**config.mk**
```make
export PLATFORM = sky130hd
export DESIGN_NAME = collision_probe
export DESIGN_NICKNAME = d
export VERILOG_FILES = /design/src/rtl/collision_probe.sv
export SDC_FILE = /design/constraint.sdc
export NUM_CORES = 1
export LEC_CHECK = 0
export CAP_MARGIN = 20
export CORE_MARGIN = 8
export CORE_UTILIZATION = 60
export CTS_BUF_LIST = sky130_fd_sc_hd__clkbuf_4 sky130_fd_sc_hd__clkbuf_8
export DETAILED_ROUTE_END_ITERATION = 12
export MAX_ROUTING_LAYER = met4
export PLACE_DENSITY = 0.83
export REMOVE_ABC_BUFFERS = 1
export SYNTH_ARGS = -nofsm -noshare
export SYNTH_HDL_FRONTEND = slang
export SYNTH_SLANG_ARGS = --single-unit
```
**constraint.sdc**
```tcl
create_clock -name clk -period 8.05 [get_ports clk]
set_input_delay 1.61 -clock clk [delete_from_list [all_inputs] [get_ports clk]]
set_output_delay 1.61 -clock clk [all_outputs]
set_load 0.01 [all_outputs]
```
**src/rtl/collision_probe.sv**
```systemverilog
// Free-running 9-cycle sweep: probes 8 hitbox-edge points through a 1-cycle tile ROM
// and publishes {up, down, left, right} solidity flags atomically once per sweep.
module collision_probe #(
  parameter int CHAR_W     = 20,
  parameter int CHAR_H     = 20,
  parameter int TILE_SHIFT = 5,
  parameter int MAP_W      = 25,
  parameter int MAP_H      = 19,
  parameter int ADDR_W     = 9
) (
  input  logic              clk,
  input  logic              rst,
  input  logic [9:0]        pos_x,
  input  logic [9:0]        pos_y,
  output logic [ADDR_W-1:0] map_addr,
  input  logic              map_data,
  output logic [3:0]        is_collide,
  output logic              sweep_done
);

  typedef enum logic {S_PROBE, S_LAST} state_t;

  localparam logic signed [10:0] W_S   = 11'(CHAR_W);
  localparam logic signed [10:0] H_S   = 11'(CHAR_H);
  localparam logic signed [10:0] X_LIM = 11'(MAP_W << TILE_SHIFT);
  localparam logic signed [10:0] Y_LIM = 11'(MAP_H << TILE_SHIFT);

  // Returns {out_of_map, tile_address} for probe k of a hitbox at (x, y).
  function automatic logic [ADDR_W:0] probe(input logic [2:0] k,
                                            input logic [9:0] x,
                                            input logic [9:0] y);
    logic signed [10:0] bx, by, px, py;
    logic [10:0]        ux, uy;
    logic               oob;
    bx = signed'({1'b0, x});
    by = signed'({1'b0, y});
    case (k)
      3'd0:    begin px = bx;           py = by - 11'sd1;       end
      3'd1:    begin px = bx + W_S - 1; py = by - 11'sd1;       end
      3'd2:    begin px = bx;           py = by + H_S;          end
      3'd3:    begin px = bx + W_S - 1; py = by + H_S;          end
      3'd4:    begin px = bx - 11'sd1;  py = by;                end
      3'd5:    begin px = bx - 11'sd1;  py = by + H_S - 1;      end
      3'd6:    begin px = bx + W_S;     py = by;                end
      default: begin px = bx + W_S;     py = by + H_S - 1;      end
    endcase
    oob = (px < 0) || (py < 0) || (px >= X_LIM) || (py >= Y_LIM);
    ux  = px;
    uy  = py;
    if (oob)
      probe = {1'b1, {ADDR_W{1'b0}}};
    else
      probe = {1'b0, ADDR_W'((uy >> TILE_SHIFT) * MAP_W + (ux >> TILE_SHIFT))};
  endfunction

  state_t      state;
  logic [2:0]  k;
  logic        primed;
  logic [9:0]  lat_x, lat_y;
  logic [3:0]  acc;
  logic        oob_q, oob_d1;

  logic        issue_k0;
  logic [9:0]  src_x, src_y;
  logic [2:0]  next_k;
  logic [ADDR_W:0] nxt;
  logic [2:0]  done_k;
  logic [3:0]  hit_vec;

  always_comb begin
    issue_k0 = !primed || (state == S_LAST);
    src_x    = issue_k0 ? pos_x : lat_x;
    src_y    = issue_k0 ? pos_y : lat_y;
    next_k   = issue_k0 ? 3'd0 : 3'(k + 3'd1);
    nxt      = probe(next_k, src_x, src_y);
    // Data arriving now belongs to the probe issued one cycle earlier.
    done_k   = (state == S_LAST) ? 3'd7 : 3'(k - 3'd1);
    hit_vec  = (map_data || oob_d1) ? (4'b1000 >> done_k[2:1]) : 4'b0000;
  end

  always_ff @(posedge clk) begin
    if (rst) begin
      state      <= S_PROBE;
      k          <= 3'd0;
      primed     <= 1'b0;
      lat_x      <= '0;
      lat_y      <= '0;
      acc        <= 4'b0000;
      oob_q      <= 1'b0;
      oob_d1     <= 1'b0;
      map_addr   <= '0;
      is_collide <= 4'b0000;
      sweep_done <= 1'b0;
    end else begin
      sweep_done <= 1'b0;
      oob_d1     <= oob_q;
      if (!primed) begin
        primed   <= 1'b1;
        lat_x    <= pos_x;
        lat_y    <= pos_y;
        map_addr <= nxt[ADDR_W-1:0];
        oob_q    <= nxt[ADDR_W];
      end else begin
        case (state)
          S_PROBE: begin
            if (k != 3'd0) acc <= acc | hit_vec;
            if (k == 3'd7) begin
              state    <= S_LAST;
              map_addr <= '0;
              oob_q    <= 1'b0;
            end else begin
              k        <= next_k;
              map_addr <= nxt[ADDR_W-1:0];
              oob_q    <= nxt[ADDR_W];
            end
          end
          default: begin
            is_collide <= acc | hit_vec;
            sweep_done <= 1'b1;
            acc        <= 4'b0000;
            state      <= S_PROBE;
            k          <= 3'd0;
            lat_x      <= pos_x;
            lat_y      <= pos_y;
            map_addr   <= nxt[ADDR_W-1:0];
            oob_q      <= nxt[ADDR_W];
          end
        endcase
      end
    end
  end

endmodule

```
==> results of run 1 <==
-- Yosys cell counts (all sizes together) (2+ instances only) --
master and n:
a2111oi 3, a211oi 5, a21o 4, a21oi 44, a221o 2, a22oi 3
a311o 2, a31oi 5, and2 2, and3 2, buf 10, clkbuf 7
dfxtp 45, fa 5, ha 35, inv 28, mux2 6, mux2i 28
nand2 53, nand2b 5, nand3 10, nor2 68, nor2b 4, nor3 19
nor3b 3, nor4 6, o211ai 3, o21a 2, o21ai 20, o21bai 3
o221ai 2, o22ai 3, o311ai 3, o31a 2, o31ai 3, or3 6
xnor2 15, xor2 9
-- metal layers --
metal,global-route usage,up-vias,share of wire
met3,0.0341,17,0.053
met2,0.339,109,0.47
met1,0.258,1733,0.46
met4,0.0604,0,0.015
met5,-,-,0
li1,-,1805,-
-- tightest hold or removal path, delay by kind of cell, from the launching register on --
family           cells  cell delay, ns
AO/OA/AOI/OAI        1            0.05
flip-flops           1            0.32
AND/OR/NAND/NOR      1            0.05
-- how the worst min path moves through the flow --
stage                          startpoint                          to  slack, ns  cells after the start
2_1_floorplan            oob_q$_SDFF_PP0_           oob_d1$_SDFF_PP0_       0.41                      1
3_3_place_gp        lat_x[0]$_SDFFE_PP0N_       lat_x[0]$_SDFFE_PP0N_       0.43                      2
3_5_place_dp   is_collide[3]$_SDFFE_PP0P_  is_collide[3]$_SDFFE_PP0P_       0.45                      2
4_1_cts        is_collide[2]$_SDFFE_PP0P_  is_collide[2]$_SDFFE_PP0P_       0.47                      2
5_1_grt                  oob_q$_SDFF_PP0_           oob_d1$_SDFF_PP0_       0.48                      1
6_report       is_collide[2]$_SDFFE_PP0P_  is_collide[2]$_SDFFE_PP0P_       0.46                      2
-- cell families after synthesis --
kind of cell    count (synthesis)  synth area share
compound gates                118             0.213
xor+xnor                       24            0.0534
fa+ha+maj                      40             0.137
buf+inv                        45            0.0544
flops                          45             0.229
mux                            34            0.0912
simple gates                  186             0.223
-- layout make-up --
type                       instances  area, um^2  share of cell area
clock inverter                     3        48.8              0.0110
tap                               77        96.3              0.0218
clock buffer                       5        68.8              0.0156
multi-input combinational        402        2830               0.639
timing repair buffer              38         375              0.0848
inverter                          28         105              0.0238
sequential                        45         901               0.204
-- flip-flops by register name, summed over array words and instances, names as in the netlist --
| register | cells |
|---|---|
| acc | 4 |
| is_collide | 4 |
| k | 3 |
| lat_x | 10 |
| lat_y | 10 |
| map_addr | 9 |
| oob_d1 | 1 |
| oob_q | 1 |
| primed | 1 |
| state | 1 |
| sweep_done | 1 |
-- metrics by stage --
step	instance area [um^2]	setup WS, ns	cells	total power, mW	utilization
floorplan	3830	1.29	475	0.507	-
global placement	4310	1.85	590	0.605	0.678
detailed placement	4310	1.64	590	0.615	0.678
CTS	4420	2.00	598	0.802	0.697
global route	4420	1.53	598	0.851	0.697
finish	4420	1.99	598	0.798	0.697
-- power by group --
| part | switching (mW) | total (mW) | internal (mW) | leakage, nW |
|---|---|---|---|---|
| sequential | 0.0141 | 0.261 | 0.247 | 0.370 |
| clock | 0.0918 | 0.187 | 0.0947 | 0.0563 |
| combinational | 0.191 | 0.350 | 0.159 | 1.42 |
| total | 0.297 | 0.798 | 0.501 | 1.85 |
-- cell usage in the layout, fill, tap and decap left out, types with 3 or more instances in the layout --
cell	count
a211oi_1	4
a21o_1	4
a21oi_1	43
a31oi_1	5
clkbuf_8	5
clkdlybuf4s50_1	36
dfxtp_1	45
fa_1	5
ha_1	35
inv_1	28
mux2_2	5
mux2i_1	26
nand2_1	52
nand2b_1	4
nand3_1	10
nor2_1	68
nor2b_1	3
nor3_1	17
nor4_1	6
o211ai_1	3
o21ai_0	19
o21bai_1	3
o22ai_1	3
or3_1	5
xnor2_1	15
xor2_1	9
==> summary.txt, run 1 <==
Seq/Total Area, Yosys - 0.229
Commonest register cell after synthesis - dfxtp_1
I/O Buffers - 36
Clk_skew - 0.0110 ns
Drt drc - 0
Pre-antenna DRT Iters - 5
Chip width - 97.0 um
Worst Setup Start Kind - primary input
Yosys cell types - 73
Synth top area cells - dfxtp_1 (23%), ha_1 (11%), mux2i_1 (6.6%), nor2_1 (6.5%), a21oi_1 (5.5%)
Number of synthesized flops with an enable pin - 0
Slowest cell delay on critical path - 0.58 ns
CP Launch Point - pos_y[4]
Crit-path cells - clkdlybuf4s50_1 -> mux2i_1 -> a211oi_1 -> nand2_1 -> a21oi_1 -> nor3_1 -> o22ai_1 -> a221oi_1 -> ha_1 -> ha_1 -> ha_1 -> fa_1 -> a21o_1 -> a21oi_1 -> o21bai_1 -> a21oi_1 -> xnor2_1 -> nor4_1
Wire per inst - 16.5 um
Synth async-reset ratio - 0
Area leader, netlist - dfxtp_1
Final hold vios - 0
Arrival @ worst endpoint - 6.28 ns
Crit. path cell count - 18
Critical path endpoint - map_addr[8]$_SDFF_PP0_
Die ar. - 9410 um^2
First-pass GRT wire length - 16.5 mm
Synth Cell Area - 3940 um^2
Pwr/cell area - 180 nW/um^2
Final TNS setup - 0 ns
R2R setup slack - 2.30 ns
Minimum clock period - 6.06 ns
H-tree Lvls - 2
Worst Path Max Fanout - 8
Vias/cell - 6.13
Reg2reg end - map_addr[8]$_SDFF_PP0_
Leakage - 1.85 nW
CTS buffer count - 5
Cell family with most CP delay - compound AO/OA/AOI/OAI gates
Clock Tree Root - clkbuf_8
Mapped Cells - 492
Nets - 583
Min-Delay Path Class - flip-flop to flip-flop
CP max-delay cell - mux2i_1
CP Class - primary input to flip-flop
Unrepaired setup endpoints after global routing - false
Max-cap violations - 0
Clock sink total - 45
Max Root-Sink Buffers - 2
I/O pin count - 37
Syn avg cell area - 8.00 um^2
Detail Route Antenna Nets - 0
FF-to-FF path depth - 19
Hold slack - 0.459 ns
Post-CTS Setup Bufs - 0
Top-area cell type share of the netlist area - 0.229
R2R Path Start - primed$_DFF_P_
Initial antenna violation count - 0
Critical Path RT - 8.27 ns
Hold_buf cts - 0
Layout cell share with drive strength beyond 1 - 0.0672
WP buf/inv - 1
Seq cells post-synth - 45
Final Cycle Share - 0.752
Vias in the first global route - 3505
Clk_lat worst skew - 0.32 ns
Total track usage - 0.208
1st-iter DRT viols - 381
Initial Utilization - 0.620
Die height - 97.0 um
Setup-failing EPs final - 0
Crit. End Element - flip-flop
Area of the core - 6350 um^2
Total grt overflow - 0
Gpl congestion - 0.932
CTS tree - built
HPWL Detailed - 7.41 mm
Max-slew headroom - 0.499
Max-slew violation count - 0
Clock transition at the registers of the reported paths - 0.10 ns
Diode count - 0
Pin count of the biggest net entering global routing - 46
VDD IR max - 0.154 mV
Fmax - 0.165 GHz
Slew @ Worst Pin - 0.731 ns
Via count - 3664
Post_cts resized - 0
Routed WL - 9.85 mm
P&R area growth vs syn - 12.4%
Fillers - 517
Placement Rows - 29
Yosys warnings - 0
Outcome - completed
Power figures use the tool's default switching activity.
==> inputs of run 2 (changes only) <==
clock period = 6.1 ns   (was 8.05 ns; I/O delays follow)
==> summary.txt, run 2 (same netlist as run 1, synthesis figures left out) <==
Outcome - completed (unchanged)
Gpl congestion - 0.966 (was 0.932)
Most Frequent Cell on Critical Path - ha_1
Sw Ratio - 0.372 (about the same)
FF/Latch Area - 901 um^2 (unchanged)
Final Cycle Share - 0.919
DR WL met2 - 4.75 mm (was 4.66 mm)
Chip width - 97.0 um (unchanged)
Reg2reg end - map_addr[8]$_SDFF_PP0_ (unchanged)
Min-Delay Path Class - flip-flop to flip-flop (unchanged)
Net Sw Power - 394 uW (was 297 uW)
I/O Buffers - 36 (unchanged)
P&R area growth vs syn - 14.4% (was 12.4%)
Diode count - 0 (unchanged)
Post_cts resized - 0 (unchanged)
Initial antenna violation count - 0 (unchanged)
Combinational Power Share - 0.451 (was 0.439)
Clock sink total - 45 (unchanged)
Area of the multi-input gates - 2830 um^2 (unchanged)
Max Root-Sink Buffers - 2 (unchanged)
Top Registers - lat_x: 10 flops, lat_y: 10 flops, map_addr: 9 flops (unchanged)
Hold_sp - is_collide[3]$_SDFFE_PP0P_ (was is_collide[2]$_SDFFE_PP0P_)
Max-slew violation count - 0 (unchanged)
Final Non-Filler Cells - 609 (was 598)
Clock Power Share - 0.226 (was 0.234)
Via count - 3740 (was 3664)
Die height - 97.0 um (unchanged)
Total grt overflow - 0 (unchanged)
Hold slack - 0.456 ns (was 0.459 ns)
Area of the core - 6350 um^2 (unchanged)
R2R Path Start - state$_SDFFE_PP0P_ (was primed$_DFF_P_)
Placement Rows - 29 (unchanged)
Fillers - 542 (was 517)
Routed WL - 10.2 mm (was 9.85 mm)
Hold_buf cts - 0 (unchanged)
VDD IR max - 0.201 mV (was 0.154 mV)
Clock transition at the registers of the reported paths - 0.10 ns (about the same)
Drt drc - 0 (unchanged)
Layout cell share with drive strength beyond 1 - 0.0865 (was 0.0672)
Metal1 wirelength - 4.60 mm (was 4.54 mm)
Fmax - 0.178 GHz
Metal3 WL - 690 um (was 518 um)
Pwr/cell area - 236 nW/um^2 (was 180 nW/um^2)
CP Class - primary input to flip-flop (unchanged)
Commonest non-fill, non-tap cells in the layout - nor2_1 (68), nand2_1 (52), dfxtp_1 (45) (unchanged)
Clk_skew - 0.00534 ns (was 0.0110 ns)
Worst hold stages - 2 (unchanged)
Slew @ Worst Pin - 0.634 ns (was 0.731 ns)
Clk_lat worst skew - 0.31 ns (was 0.32 ns)
Leakage - 1.90 nW (was 1.85 nW)
Die ar. - 9410 um^2 (unchanged)
H-tree Lvls - 2 (unchanged)
Total track usage - 0.219 (was 0.208)
Unrepaired setup endpoints after global routing - false (unchanged)
Most common cell after layout, fill and taps aside - nor2_1 (unchanged)
I/O pin count - 37 (unchanged)
Reg power frac - 0.324 (was 0.328)
Wire per inst - 16.8 um (was 16.5 um)
Clock Tree Root - clkbuf_8 (unchanged)
Nets - 594 (was 583)
Worst Path Max Fanout - 4 (was 8)
Cell Int Power - 667 uW (was 501 uW)
Final core utilization - 0.709 (was 0.697)
1st-iter DRT viols - 404 (was 381)
Cells after DPL - 601 (was 590)
Minimum clock period - 5.61 ns
CTS buffer count - 5 (unchanged)
Final TNS setup - 0 ns (unchanged)
Crit. End Element - flip-flop (unchanged)
CTS tree - built (unchanged)
First-pass GRT wire length - 17.2 mm (was 16.5 mm)
CP max-delay cell - clkdlybuf4s50_1 (was mux2i_1)
Arrival @ worst endpoint - 5.79 ns (was 6.28 ns)
Max-slew headroom - 0.565 (was 0.499)
Critical Path RT - 6.28 ns (was 8.27 ns)
Slowest cell delay on critical path - 0.54 ns (was 0.58 ns)
Highest routed layer - met4 (unchanged)
Crit-path cells - clkdlybuf4s50_1 -> nand2_1 -> mux2_4 -> a211oi_1 -> o21a_1 -> nor2_1 -> nor3_1 -> o22ai_1 -> a221oi_1 -> ha_1 -> ha_1 -> ha_1 -> fa_1 -> a21o_1 -> a21oi_1 -> o21bai_1 -> a21oi_1 -> xnor2_1 -> nor4_1 (was clkdlybuf4s50_1 -> mux2i_1 -> a211oi_1 -> nand2_1 -> a21oi_1 -> nor3_1 -> o22ai_1 -> a221oi_1 -> ha_1 -> ha_1 -> ha_1 -> fa_1 -> a21o_1 -> a21oi_1 -> o21bai_1 -> a21oi_1 -> xnor2_1 -> nor4_1)
FF-to-FF path depth - 21 (was 19)
Post-CTS Setup Bufs - 0 (unchanged)
R2R setup slack - 0.68 ns (was 2.30 ns)
Initial Utilization - 0.620 (unchanged)
Final hold vios - 0 (unchanged)
Vias in the first global route - 3625 (was 3505)
Power consumption - 1.06 mW (was 798 uW)
Detail Route Antenna Nets - 0 (unchanged)
Hold Path Sink - is_collide[3]$_SDFFE_PP0P_ (was is_collide[2]$_SDFFE_PP0P_)
HPWL Detailed - 7.82 mm (was 7.41 mm)
Setup-failing EPs final - 0 (unchanged)
Worst Setup Start Kind - primary input (unchanged)
Pre-antenna DRT Iters - 5 (unchanged)
Pin count of the biggest net entering global routing - 33 (was 46)
Vias/cell - 6.14 (was 6.13)
Max-cap violations - 0 (unchanged)
## run 2: changes by cell type in the layout (fill, tap and decap cells not counted)
cell and change:
buf_4 +11, clkinv_2 +1, clkinvlp_4 -1, inv_6 +1, inv_8 -1
## run 2: critical path, delay by kind of cell
family | cells | cell delay [ns]
AOI/OAI and AO/OA | 8 | 1.83
xor gates and xnor gates | 1 | 0.14
adders and majority gates | 4 | 1.39
buffers and inverters | 1 | 0.54
muxes | 1 | 0.30
and+or+nand+nor | 4 | 0.39
## run 2: worst max-delay path by stage
stage,endpoint,slack (ns),cells after the start,startpoint
after floorplan,map_addr[8]$_SDFF_PP0_,-0.66,18,primed$_DFF_P_
after global placement,map_addr[8]$_SDFF_PP0_,0.29,19,pos_y[2]
after detailed placement,map_addr[8]$_SDFF_PP0_,0.12,19,pos_y[2]
after CTS,map_addr[8]$_SDFF_PP0_,0.47,19,pos_y[2]
after global routing,map_addr[8]$_SDFF_PP0_,0.04,19,pos_y[2]
final,map_addr[8]$_SDFF_PP0_,0.49,19,pos_y[3]
## run 2: routing by layer
| layer | track usage | vias up |
|---|---|---|
| met1 | 0.276 | 1735 |
| met5 | - | - |
| met4 | 0.0615 | 0 |
| li1 | - | 1837 |
| met2 | 0.347 | 148 |
| met3 | 0.0405 | 20 |
## run 2: power groups by stage
stage	Clock (mW)	Combinational (mW)	Sequential [mW]
5_1_grt	0.251	0.533	0.347
2_1_floorplan	0	0.312	0.358
3_3_place_gp	0	0.459	0.349
3_5_place_dp	0	0.477	0.350
4_1_cts	0.240	0.481	0.344
6_report	0.240	0.478	0.344
## run 2: layout make-up
type / count / share of cell area
clock inverter: 3 / 0.00973
sequential: 45 / 0.200
inverter: 28 / 0.0233
clock buffer: 5 / 0.0153
multi-input combinational: 402 / 0.628
timing repair buffer: 49 / 0.102
tap: 77 / 0.0214
## run 2: through the flow
stage	worst slack, ns	cell area (um^2)
final	0.491	4500
after global routing	0.0367	4500
after CTS	0.472	4500
after detailed placement	0.125	4390
after global placement	0.294	4390
after floorplan	-0.659	3830
